$ cat config.mk
export PLATFORM = sky130hd
export DESIGN_NAME = alu_sequencer
export DESIGN_NICKNAME = d
export VERILOG_FILES = /design/src/rtl/alu_sequencer.sv
export SDC_FILE = /design/constraint.sdc
export NUM_CORES = 1
export LEC_CHECK = 0
export BUFFER_PORTS_ARGS = -buffer_cell sky130_fd_sc_hd__buf_4
export CORE_ASPECT_RATIO = 1.2
export CORE_MARGIN = 5
export CORE_UTILIZATION = 50
export CTS_CLUSTER_DIAMETER = 60
export DETAILED_ROUTE_END_ITERATION = 6
export PLACE_DENSITY = 0.79
export SLEW_MARGIN = 20
export SYNTH_ARGS = -nofsm -noshare
export SYNTH_HDL_FRONTEND = slang
export SYNTH_SLANG_ARGS = --single-unit
export TNS_END_PERCENT = 5
$ cat constraint.sdc
create_clock -name clk -period 5.9 [get_ports clk]
set_input_delay 0.885 -clock clk [delete_from_list [all_inputs] [get_ports clk]]
set_output_delay 0.885 -clock clk [all_outputs]
set_load 0.005 [all_outputs]
$ cat src/rtl/alu_sequencer.sv
// LEG4 machine-cycle controller: 8-phase sequencing, instruction fetch from
// the ROM nibble bus, ALU operand drive, and commit of ACC/CY/index registers.
module alu_sequencer #(
    parameter logic [11:0] RESET_PC = 12'h000
) (
    input  logic        clk,
    input  logic        rst_n,
    input  logic        run,
    input  logic [3:0]  romData,
    input  logic        testIn,
    input  logic [3:0]  aluResult,
    input  logic        carryOut,
    input  logic        zeroOut,
    output logic [11:0] romAddr,
    output logic        sync,
    output logic [2:0]  cycle,
    output logic [3:0]  aluOp,
    output logic [3:0]  opa,
    output logic [3:0]  accOut,
    output logic        carryFlag
);

    typedef enum logic [2:0] {
        A1 = 3'd0, A2 = 3'd1, A3 = 3'd2, M1 = 3'd3,
        M2 = 3'd4, X1 = 3'd5, X2 = 3'd6, X3 = 3'd7
    } phase_t;

    phase_t      state, state_nxt;
    logic [11:0] pc;
    logic [11:0] pc_inc;
    logic [3:0]  acc;
    logic        cy;
    logic [3:0]  regs [16];
    logic        pending2;
    logic [3:0]  opr, opa_ir;   // instruction register (current byte)
    logic [3:0]  opr1, opa1;    // saved first byte of a 2-byte op
    logic [3:0]  rval;
    logic        two_byte;
    logic        jcn_cond;

    // The ALU zero flag is not needed: JCN compares ACC directly.
    logic unused_zero;
    assign unused_zero = zeroOut;

    assign pc_inc    = pc + 12'd1;
    assign rval      = regs[opa_ir];
    assign two_byte  = (opr == 4'h1) || (opr == 4'h2 && !opa_ir[0]) ||
                       (opr == 4'h4) || (opr == 4'h5) || (opr == 4'h7);
    // C1 = invert, C2 = ACC zero, C3 = carry, C4 = TEST low
    assign jcn_cond  = ((opa1[2] && acc == 4'h0) || (opa1[1] && cy) ||
                        (opa1[0] && !testIn)) ^ opa1[3];

    assign romAddr   = pc;
    assign sync      = (state == X3);
    assign cycle     = state;
    assign accOut    = acc;
    assign carryFlag = cy;

    // Phase register
    always_ff @(posedge clk or negedge rst_n) begin
        if (!rst_n) state <= A1;
        else        state <= state_nxt;
    end

    // Next phase: advance every clock, except stall in A1 while run is low
    always_comb begin
        state_nxt = state;
        if (state != A1 || run)
            state_nxt = phase_t'(state + 3'd1);
    end

    // ALU drive during X1..X3 of a first-byte cycle
    always_comb begin
        aluOp = '0;
        opa   = '0;
        if ((state == X1 || state == X2 || state == X3) && !pending2) begin
            case (opr)
                4'h8: begin aluOp = 4'h8; opa = rval;   end
                4'h9: begin aluOp = 4'h9; opa = rval;   end
                4'hD: begin aluOp = 4'hD; opa = opa_ir; end
                4'hA: begin aluOp = 4'hD; opa = rval;   end
                default: ;
            endcase
        end
    end

    // Fetch latches, PC update and architectural commit
    always_ff @(posedge clk or negedge rst_n) begin
        if (!rst_n) begin
            pc       <= RESET_PC;
            acc      <= '0;
            cy       <= 1'b0;
            pending2 <= 1'b0;
            opr      <= '0;
            opa_ir   <= '0;
            opr1     <= '0;
            opa1     <= '0;
            for (int unsigned i = 0; i < 16; i++) regs[i] <= '0;
        end else begin
            if (state == M1) opr    <= romData;
            if (state == M2) opa_ir <= romData;
            if (state == X3) begin
                if (pending2) begin
                    pending2 <= 1'b0;
                    if (opr1 == 4'h4)
                        pc <= {opa1, opr, opa_ir};
                    else if (opr1 == 4'h1 && jcn_cond)
                        pc <= {pc_inc[11:8], opr, opa_ir};
                    else
                        pc <= pc_inc;
                end else begin
                    pc <= pc_inc;
                    if (two_byte) begin
                        pending2 <= 1'b1;
                        opr1     <= opr;
                        opa1     <= opa_ir;
                    end else begin
                        case (opr)
                            4'h8, 4'h9: begin acc <= aluResult; cy <= carryOut; end
                            4'hD, 4'hA: acc <= aluResult;
                            4'hB: begin
                                acc          <= rval;
                                regs[opa_ir] <= acc;
                            end
                            4'h6: regs[opa_ir] <= rval + 4'd1;
                            4'hF: begin
                                case (opa_ir)
                                    4'h0: begin acc <= '0; cy <= 1'b0; end
                                    4'h1: cy <= 1'b0;
                                    4'h3: cy <= ~cy;
                                    4'hA: cy <= 1'b1;
                                    default: ;
                                endcase
                            end
                            default: ;
                        endcase
                    end
                end
            end
        end
    end

endmodule

After elaboration in Yosys (flattened, before gate mapping)
Index checks and enable logic that the tools add are counted.
{"block": "classes", "n_addsub": 3, "n_mul": 0, "div_mod_pow": 0, "n_lt_le_gt_ge": 2, "eq_ne": 24, "n_shift": 0, "n_mux": 21, "bitwise_logic": 5, "n_reduce_logical": 34}
{"operator": "bitwise mux 64 bit", "count": 2}
{"operator": "case mux 64 bit (2 select lines)", "count": 1}
{"operator": "== test 4 bit (second input constant)", "count": 7}
{"operator": "2-to-1 mux 12 bit", "count": 2}
{"operator": "2-to-1 mux 4 bit", "count": 6}
{"operator": "case mux 4 bit (3 select lines)", "count": 2}
{"operator": "== test 4 x 3 -> 1 bit (second input constant)", "count": 5}
{"operator": "binary-select mux 4 bit (select 4 bit)", "count": 1}
{"operator": "demux 4 bit (select 4 bit)", "count": 1}
{"operator": "adder 12 x 1 -> 12 bit (second input constant)", "count": 1}
{"operator": "== test 3 bit (second input constant)", "count": 4}
{"operator": "== test 4 x 1 -> 1 bit (second input constant)", "count": 3}
{"operator": "AND reduction 5 bit", "count": 2}
{"operator": "logical OR 1 bit", "count": 9}
{"operator": "== test 4 x 2 -> 1 bit (second input constant)", "count": 2}
{"operator": "logical NOT 4 bit", "count": 2}
{"operator": "2-to-1 mux 8 bit", "count": 1}
{"operator": "case mux 4 bit (2 select lines)", "count": 1}
{"operator": "logical AND 1 bit", "count": 7}
{"operator": "nonzero test 3 bit", "count": 2}
{"operator": "OR reduction 2 bit", "count": 3}
{"operator": ">= comparator 5 bit (second input constant)", "count": 1}
{"operator": "less-than comparator 5 x 1 -> 1 bit (second input constant)", "count": 1}
{"operator": "NOT 4 -> 5 bit", "count": 1}
{"operator": "16 further kinds", "count": 22}
{"block": "totals", "reg_bits": 101, "latchBits": 0, "ram_bits": 0, "romBits": 0, "inputBits": 14, "wordCells": 114, "memories": 0}

Logic depth before layout (Yosys ltp)
Gate-level depths: netlist of run 1.
{"block": "logic_depth", "word_depth": 9, "depth_mapped": 11}

Worst setup path before layout of run 1
OpenSTA, ideal clock, no wires.
{"block": "synth_timing", "kind": "reg2reg", "start": "reg opa_ir[0]", "end": "reg regs[18] (netlist bit)", "setup_ps": 134, "arrival_ps": 2582, "required_time_ps": 5766, "path_slack_ps": 3184, "path_stages_with_launch": 10, "n_path_buf": 1, "path_cell_list": "dfrtp_1 -> mux4_1 -> a22o_1 -> a221oi_1 -> inv_1 -> ha_1 -> xnor2_1 -> mux2i_1 -> clkbuf_1 -> o21ai_0"}
{"block": "synth_between", "elab_chain_len": 8, "elab_cells_between_ends": 21, "cone_classes": "add/sub (1); order compare (2); mux (8); bitwise (2); reduce/logical (8)"}
{"item": "start: declaration", "line": "35", "text": "logic [3:0] opr, opa_ir;"}
{"item": "start signal: assignment", "line": "101", "text": "if (state == M2) opa_ir <= romData;"}
{"item": "parallel branches: the longest is 8 deep, another holds adder 4 x 1 -> 4 bit"}
{"item": "end signal: indexed assignment", "line": "125", "text": "4'h6: regs[opa_ir] <= rval + 4'd1;"}
{"item": "end: declaration", "line": "33", "text": "logic [3:0] regs [16];"}
Several ways; the timed one is not identified. The select of a mux whose other input is x is not followed.
A chain may end at the register's enable or synchronous reset.

Final worst setup path of run 1
{"block": "layout_timing", "start": "reg opa_ir[0]", "end": "out opa[1]"}
{"block": "layout_between", "elab_chain_len": 6}
{"item": "NOT 4 -> 5 bit (not written as such)", "line": "46", "text": "assign rval = regs[opa_ir];"}
{"item": "binary-select mux 4 bit (select 4 bit)", "line": "46"}
{"item": "2-to-1 mux 4 bit (not written as such) (2 in series)", "line": "46"}
{"item": "case mux 4 bit (2 select lines)", "line": "77", "text": "case (opr)"}
{"item": "2-to-1 mux 4 bit", "line": "76", "text": "if ((state == X1 || state == X2 || state == X3) && !pending2) begin"}
{"item": "end: declaration", "line": "18", "text": "output logic [3:0] opa,"}
No other way between the ends. The select of a mux whose other input is x is not followed.

==> reports/results.ini, run 1 <==
[worst_hold_path]
hold_path_end=regs[33]
hp-class=flop to flop
whs_path_depth=2
hold_start=regs[33]

[global_routing]
grt_usage=0.2129
grt_pass1_vias=4261
grt_max_degree=59
grt.overflow.total=0
grt_first_pass_wirelength_mm=20.85
grt_antenna_before_repair=0

[yosys]
synth-edff-count=0
syn_area_per_cell_sq_um=10.38
synth_cells=504
yosysWarnings=0
async_flop_share=1.000
syn_area_sq_um=5230
yosysSeqAreaShare=0.4833
synth.distinct_cells=53
ys_ff_latch=101
synth_top_flop_cell=dfrtp_1
syn-num-nets=526

[timing]
hold_violations=0
worstMarginPinSlew_ns=1.009
slew_headroom=0.3220
finalCritPeriodShare=0.6848
finalClockSkew_ns=0.01176
slew_violations=0
max_clock_freq_ghz=0.2475
setup_viol=0
fin_crit_ns=4.040
setup_slack_ns=1.860
rsz0062_at_grt=false
hold_ws_ns=0.4788
setup_tns_ns=0

[run]
cap_violations=0

[critical_path]
r2r_start=opa_ir[0]
regToRegSetupSlack_ns=2.11
cpMaxStageDelayCell=dfrtp_1
cp_data_arrival_time_ns=3.16
end_kind=primary output
worstPathMaxFanout=29
max_stage_delay_ns=0.72
cp_cell_sequence=buf_4 -> mux4_2 -> a221oi_1 -> inv_1 -> a22oi_1 -> nor2_1 -> buf_4
critical_path_class=flop to primary output
r2r_cells=8
required_ns=5.02
start_kind=flop
rr_endpoint=regs[34]
crit_top_cell=buf_4

[detailed_routing]
drcViolationCount=0
dr.pass1.iters=4
wl_per_cell_um=18.93
num_vias=4070
via_per_inst=6.157
ant_nets=0
initialDrtViolationCount=276
routed_wl_mm=12.51

[cts]
path_clk_slew_ns=0.07
insertion_delay_ns=0.35
cts_root_buf=clkbuf_16
cts.sinks=101
postCtsSetupRepairBufs=0
postCtsResizedCells=0
cts_hold_repair.buffers=0
cts_tree=done
cts_htree_levels=3
cts_buffers=9
cts.path.max_buffers=2

[cells_and_area]
syn_to_final_growth_pct=12.01
nets=551
instances_no_fill=661
antenna_cells=0
drive_above_1_share=0.2030

[placement]
dp.cells=647
hpwl_mm=8.871
dp_slack_ns=2.169
port_buffers=40
gp_congestion=0.8557

[power]
p_switching_w=0.001090
power_switching_share=0.3969
pwr_density_cell_nw_per_um2=468.7
vdd_drop_max_v=0.0001631
total_power_w=0.002746
internal_power_w=0.001656
clkPwrFrac=0.199
leakagePower_nw=2.652
pwr-share-comb=0.378
seqPwrFrac=0.424

[outcome]
status=completed

[die]
io_pins=43
die-area_sq_um=12610
fp.dieH_um=122.0
core_area_sq_um=10360
die_w_um=103.4
initial_core_util=0.5047
num_rows=41

-- state kept, by name (all words and copies together) (netlist names) --
name       flops
accOut         4
carryFlag      1
cycle          3
opa1           4
opa_ir         4
opr            4
opr1           4
pending2       1
regs          64
romAddr       12
-- cells in the final DEF, fill, tap and decap left out, types with 5 or more instances in the layout --
cell / synthesis / layout
nand4_1: 11 / 11
mux2i_1: 7 / 5
and3_1: 5 / 5
nor2_1: 29 / 29
nor2b_1: 9 / 9
buf_4: 1 / 45
nand3_1: 10 / 10
a21oi_1: 20 / 20
o221ai_1: 8 / 8
nand2_1: 81 / 81
mux4_2: 10 / 10
o21ai_0: 39 / 39
dfrtp_1: 101 / 101
o22ai_1: 9 / 9
a22oi_1: 10 / 10
mux4_1: 6 / 6
ha_1: 8 / 8
mux2_2: 33 / 33
clkbuf_16: 0 / 9
inv_1: 20 / 20
-- power by group through the flow --
stage	logic (W)	registers [W]	clock network, W
after floorplan	0.000825	0.00103	0
after global placement	0.000984	0.00115	0
after detailed placement	0.00103	0.00117	0
after CTS	0.00104	0.00116	0.000553
after global routing	0.00116	0.00119	0.000581
final	0.00104	0.00116	0.000545
-- worst max-delay path by stage --
stage,depth (start not counted),slack [ns],startpoint,end
floorplan,9,3.18,opa_ir[0],regs[18]
global placement,8,1.94,opa_ir[0],regs[2]
detailed placement,7,2.17,opa_ir[0],regs[9]
CTS,7,1.88,opa_ir[0],opa[1]
global route,7,1.70,opa_ir[0],opa[1]
finish,7,1.86,opa_ir[0],opa[1]
-- cells in the mapped netlist (2+ instances only) --
library cell,number,area [sq um]
dfrtp_1,101,2527
nand2_1,81,304.0
o21ai_0,39,195.2
mux2_2,33,371.6
nor2_1,29,108.9
clkbuf_1,22,82.58
a21oi_1,20,100.1
inv_1,20,75.07
nand4_1,11,68.82
a22oi_1,10,75.07
mux4_2,10,225.2
nand3_1,10,50.05
nor2b_1,9,56.30
o22ai_1,9,56.30
ha_1,8,100.1
o221ai_1,8,70.07
mux2i_1,7,70.07
mux4_1,6,157.7
and3_1,5,31.28
o21ai_1,5,25.02
and2_1,4,25.02
and4_1,4,35.03
buf_2,4,20.02
nand2b_1,4,25.02
nor3b_1,4,30.03
o31ai_1,4,30.03
buf_6,3,33.78
nor3_1,3,15.01
xnor2_1,3,26.28
a21o_1,2,15.01
and3b_1,2,17.52
nor4_1,2,12.51
o41ai_1,2,17.52
-- per-stage QoR --
stage	instance area, sq um	util
6_report	5858	0.5653
5_1_grt	5858	0.5653
4_1_cts	5854	0.5650
3_5_place_dp	5589	0.5394
3_3_place_gp	5582	0.5386
2_1_floorplan	5230	-
-- worst max-delay path, delay by kind of cell, from the launching register on --
family	cells	cell delay, ns
buffers and inverters	3	0.78
DFF	1	0.72
AOI/OAI and AO/OA	2	0.65
muxes	1	0.56
and+or+nand+nor	1	0.08
-- area by class of cell --
type / instances / area, sq um
clock buffer: 11 / 242.7
clock inverter: 3 / 22.52
fill: 874 / 4504
inverter: 20 / 75.07
multi-input combinational: 352 / 2491
sequential: 101 / 2527
tap: 129 / 161.4
timing repair buffer: 45 / 337.8
-- kinds of logic (layout without fill, tap and decap cells) --
family                     after synthesis  after routing  synth area share
AOI/OAI and AO/OA                      107            107            0.1270
xor gates and xnor gates                 4              4          0.006700
adders and majority gates                8              8           0.01914
buffers and inverters                   51             79           0.04258
DFF                                    101            101            0.4833
muxes                                   56             56            0.1577
other                                    1              1         0.0007170
and+or+nand+nor                        176            176            0.1629
-- per-layer routing --
layer,part of all wire,up-vias,track usage
li1,-,1872,-
met2,0.52,144,0.3561
met3,0.047,48,0.04296
met5,0,-,0
met1,0.39,2006,0.2559
met4,0.037,0,0.1101
No activity file was read; power rests on OpenSTA's default activity.
==> run 2: changes to the inputs <==
--- a/config.mk
+++ b/config.mk
@@ -11,7 +11,7 @@
 export CORE_UTILIZATION = 50
 export CTS_CLUSTER_DIAMETER = 60
 export DETAILED_ROUTE_END_ITERATION = 6
-export PLACE_DENSITY = 0.79
+export PLACE_DENSITY = 0.81
 export SLEW_MARGIN = 20
 export SYNTH_ARGS = -nofsm -noshare
 export SYNTH_HDL_FRONTEND = slang
==> constraint.sdc (replaced) <==
create_clock -name clk -period 3.7 [get_ports clk]
set_input_delay 0.555 -clock clk [delete_from_list [all_inputs] [get_ports clk]]
set_output_delay 0.555 -clock clk [all_outputs]
set_load 0.005 [all_outputs]
==> run 2 against run 1 <==
Total power up 63%. Sequential power is 59% higher. Via count grew 0.44%. Hold slack lost 0.22 ns. First-iteration DRC count is 0.72% higher. Critical path depth unchanged. Register-to-register slack worse by 1.6 ns. Sequential share of layout area is 0.65 points lower. Cell count rose by 1.5%. Sequential cell count unchanged. Setup slack lost 1.6 ns. Critical path type unchanged. Largest power group unchanged.
==> reports/results.ini, run 2 (synthesis results as in run 1) <==
[power]
vdd_drop_max_v=0.0002651  ; +63%
total_power_w=0.004478  ; +63%
leakagePower_nw=2.693  ; +1.5%
pwr_density_cell_nw_per_um2=752.5  ; +61%

[critical_path]
end_kind=primary output
critical_path_class=flop to primary output
worstPathMaxFanout=17  ; -41%
start_kind=flop
cp_data_arrival_time_ns=2.86  ; -0.30 ns
required_ns=3.14  ; -1.88 ns

[placement]
port_buffers=40  ; unchanged
gp_congestion=0.9363  ; +9.4%
dp_slack_ns=0.3484  ; -1.820 ns
hpwl_mm=8.531  ; -3.8%

[detailed_routing]
wl_met1_mm=4.801  ; -2.7%
drcViolationCount=0  ; unchanged
wl_met3_um=663  ; +13%
ant_nets=0  ; unchanged
dr.pass1.iters=4  ; unchanged
wl_per_cell_um=18.11  ; -4.4%
routed_wl_mm=12.15  ; -2.9%
initialDrtViolationCount=278  ; +0.72%
wl_met2_mm=6.359  ; -2.6%
num_vias=4088  ; +0.44%
routed.top_layer=met4
via_per_inst=6.092  ; -1.1%

[global_routing]
grt_first_pass_wirelength_mm=20.20  ; -3.1%
grt.overflow.total=0  ; unchanged
grt_max_degree=102  ; +73%
grt_pass1_vias=4145  ; -2.7%
grt_usage=0.2052  ; -0.007662
grt_antenna_before_repair=0  ; unchanged

[timing]
setup_slack_ns=0.2810  ; -1.578 ns
fin_crit_ns=3.419
hold_violations=0  ; unchanged
setup_tns_ns=0  ; unchanged
finalCritPeriodShare=0.9240
setup_viol=0  ; unchanged
slew_headroom=0.5155  ; +0.1935
hold_ws_ns=0.2610  ; -0.2178 ns
worstMarginPinSlew_ns=0.7267  ; -0.2819 ns
slew_violations=0  ; unchanged
rsz0062_at_grt=false
max_clock_freq_ghz=0.2925
finalClockSkew_ns=0.009316  ; -0.002442 ns

[cts]
cts_htree_levels=3  ; unchanged
postCtsSetupRepairBufs=0  ; unchanged
cts_hold_repair.buffers=0  ; unchanged
cts_buffers=9  ; unchanged
cts_root_buf=clkbuf_16
cts.path.max_buffers=2  ; unchanged
cts_tree=done
path_clk_slew_ns=0.07  ; about the same
cts.sinks=101  ; unchanged
insertion_delay_ns=0.35  ; about the same

[die]
die-area_sq_um=12610  ; unchanged
die_w_um=103.4  ; unchanged
io_pins=43  ; unchanged
core_area_sq_um=10360  ; unchanged
num_rows=41  ; unchanged
initial_core_util=0.5047  ; unchanged
fp.dieH_um=122.0  ; unchanged

[cells_and_area]
top_register=regs
final_cell_mix=dfrtp_1, nand2_1, buf_4
layout_commonest_cell=dfrtp_1
nets=559  ; +1.5%
regArea_sq_um=2529  ; about the same
fill_cells=826  ; -5.5%
fin_util=0.5743  ; +0.008935
multi_input_area_sq_um=2484  ; -0.30%
antenna_cells=0  ; unchanged
syn_to_final_growth_pct=13.78
drive_above_1_share=0.2140  ; +0.01101
largest_register_ffs=64  ; unchanged

[run]
cap_violations=0  ; unchanged

[worst_hold_path]
hp-class=input pin to async pin

[outcome]
status=completed

## run 2: cell count changes in the layout (fill, tap and decap cells not counted), sizes merged
cell and delta:
buf +8, clkinvlp +2, bufinv +1, clkinv -1
## run 2: worst max-delay path, stage by stage (launching register included)
cell,delay [ns]
dfrtp_2,0.61
buf_4,0.30
mux4_2,0.54
a221oi_1,0.44
inv_1,0.17
a22oi_1,0.22
nor2_1,0.09
buf_4,0.15
## run 2: layout make-up
class	count	share of cell area
multi-input combinational	352	0.4174
clock inverter	5	0.009882
timing repair buffer	53	0.06897
inverter	20	0.01262
tap	129	0.02712
clock buffer	11	0.03911
sequential	101	0.4249
## run 2: stage by stage
stage               std cells  cell area, sq um
global placement          655              5654
floorplan                 504              5230
global route              671              5951
finish                    671              5951
CTS                       671              5946
detailed placement        655              5654
## run 2: timing repair
| item | 4_1_cts | 5_1_grt |
|---|---|---|
| endpoints found under the setup margin | 0 | 1 |
| endpoints found under the hold margin | 0 | 0 |
| gates resized for setup | 0 | 1 |
## run 2: worst paths after layout
check                                 from           to  slack [ns]  cells after the start
worst max-delay path             opa_ir[0]       opa[1]        0.28                      7
worst min-delay path                 rst_n  romAddr[11]        0.26                      2
min in group clk                romData[1]       opr[1]        0.46                      2
worst min register to register    regs[17]     regs[17]        0.48                      2
worst max register to register   opa_ir[0]     regs[59]        0.55                      7
max in group asynchronous            rst_n     regs[63]        3.02                      2
## run 2: power by group
part / switching [W] / internal, W / total (W) / leakage, nW
Clock: 0.000407 / 0.000526 / 0.000933 / 0.136
Sequential: 0.000414 / 0.00143 / 0.00184 / 1.32
Combinational: 0.000916 / 0.000789 / 0.00171 / 1.24
## run 2: metal layers
layer  up-vias  global-route usage
met1      2046              0.2536
met4         0             0.08826
met2       132              0.3489
met5         -                   0
li1       1883                   -
met3        27             0.03551
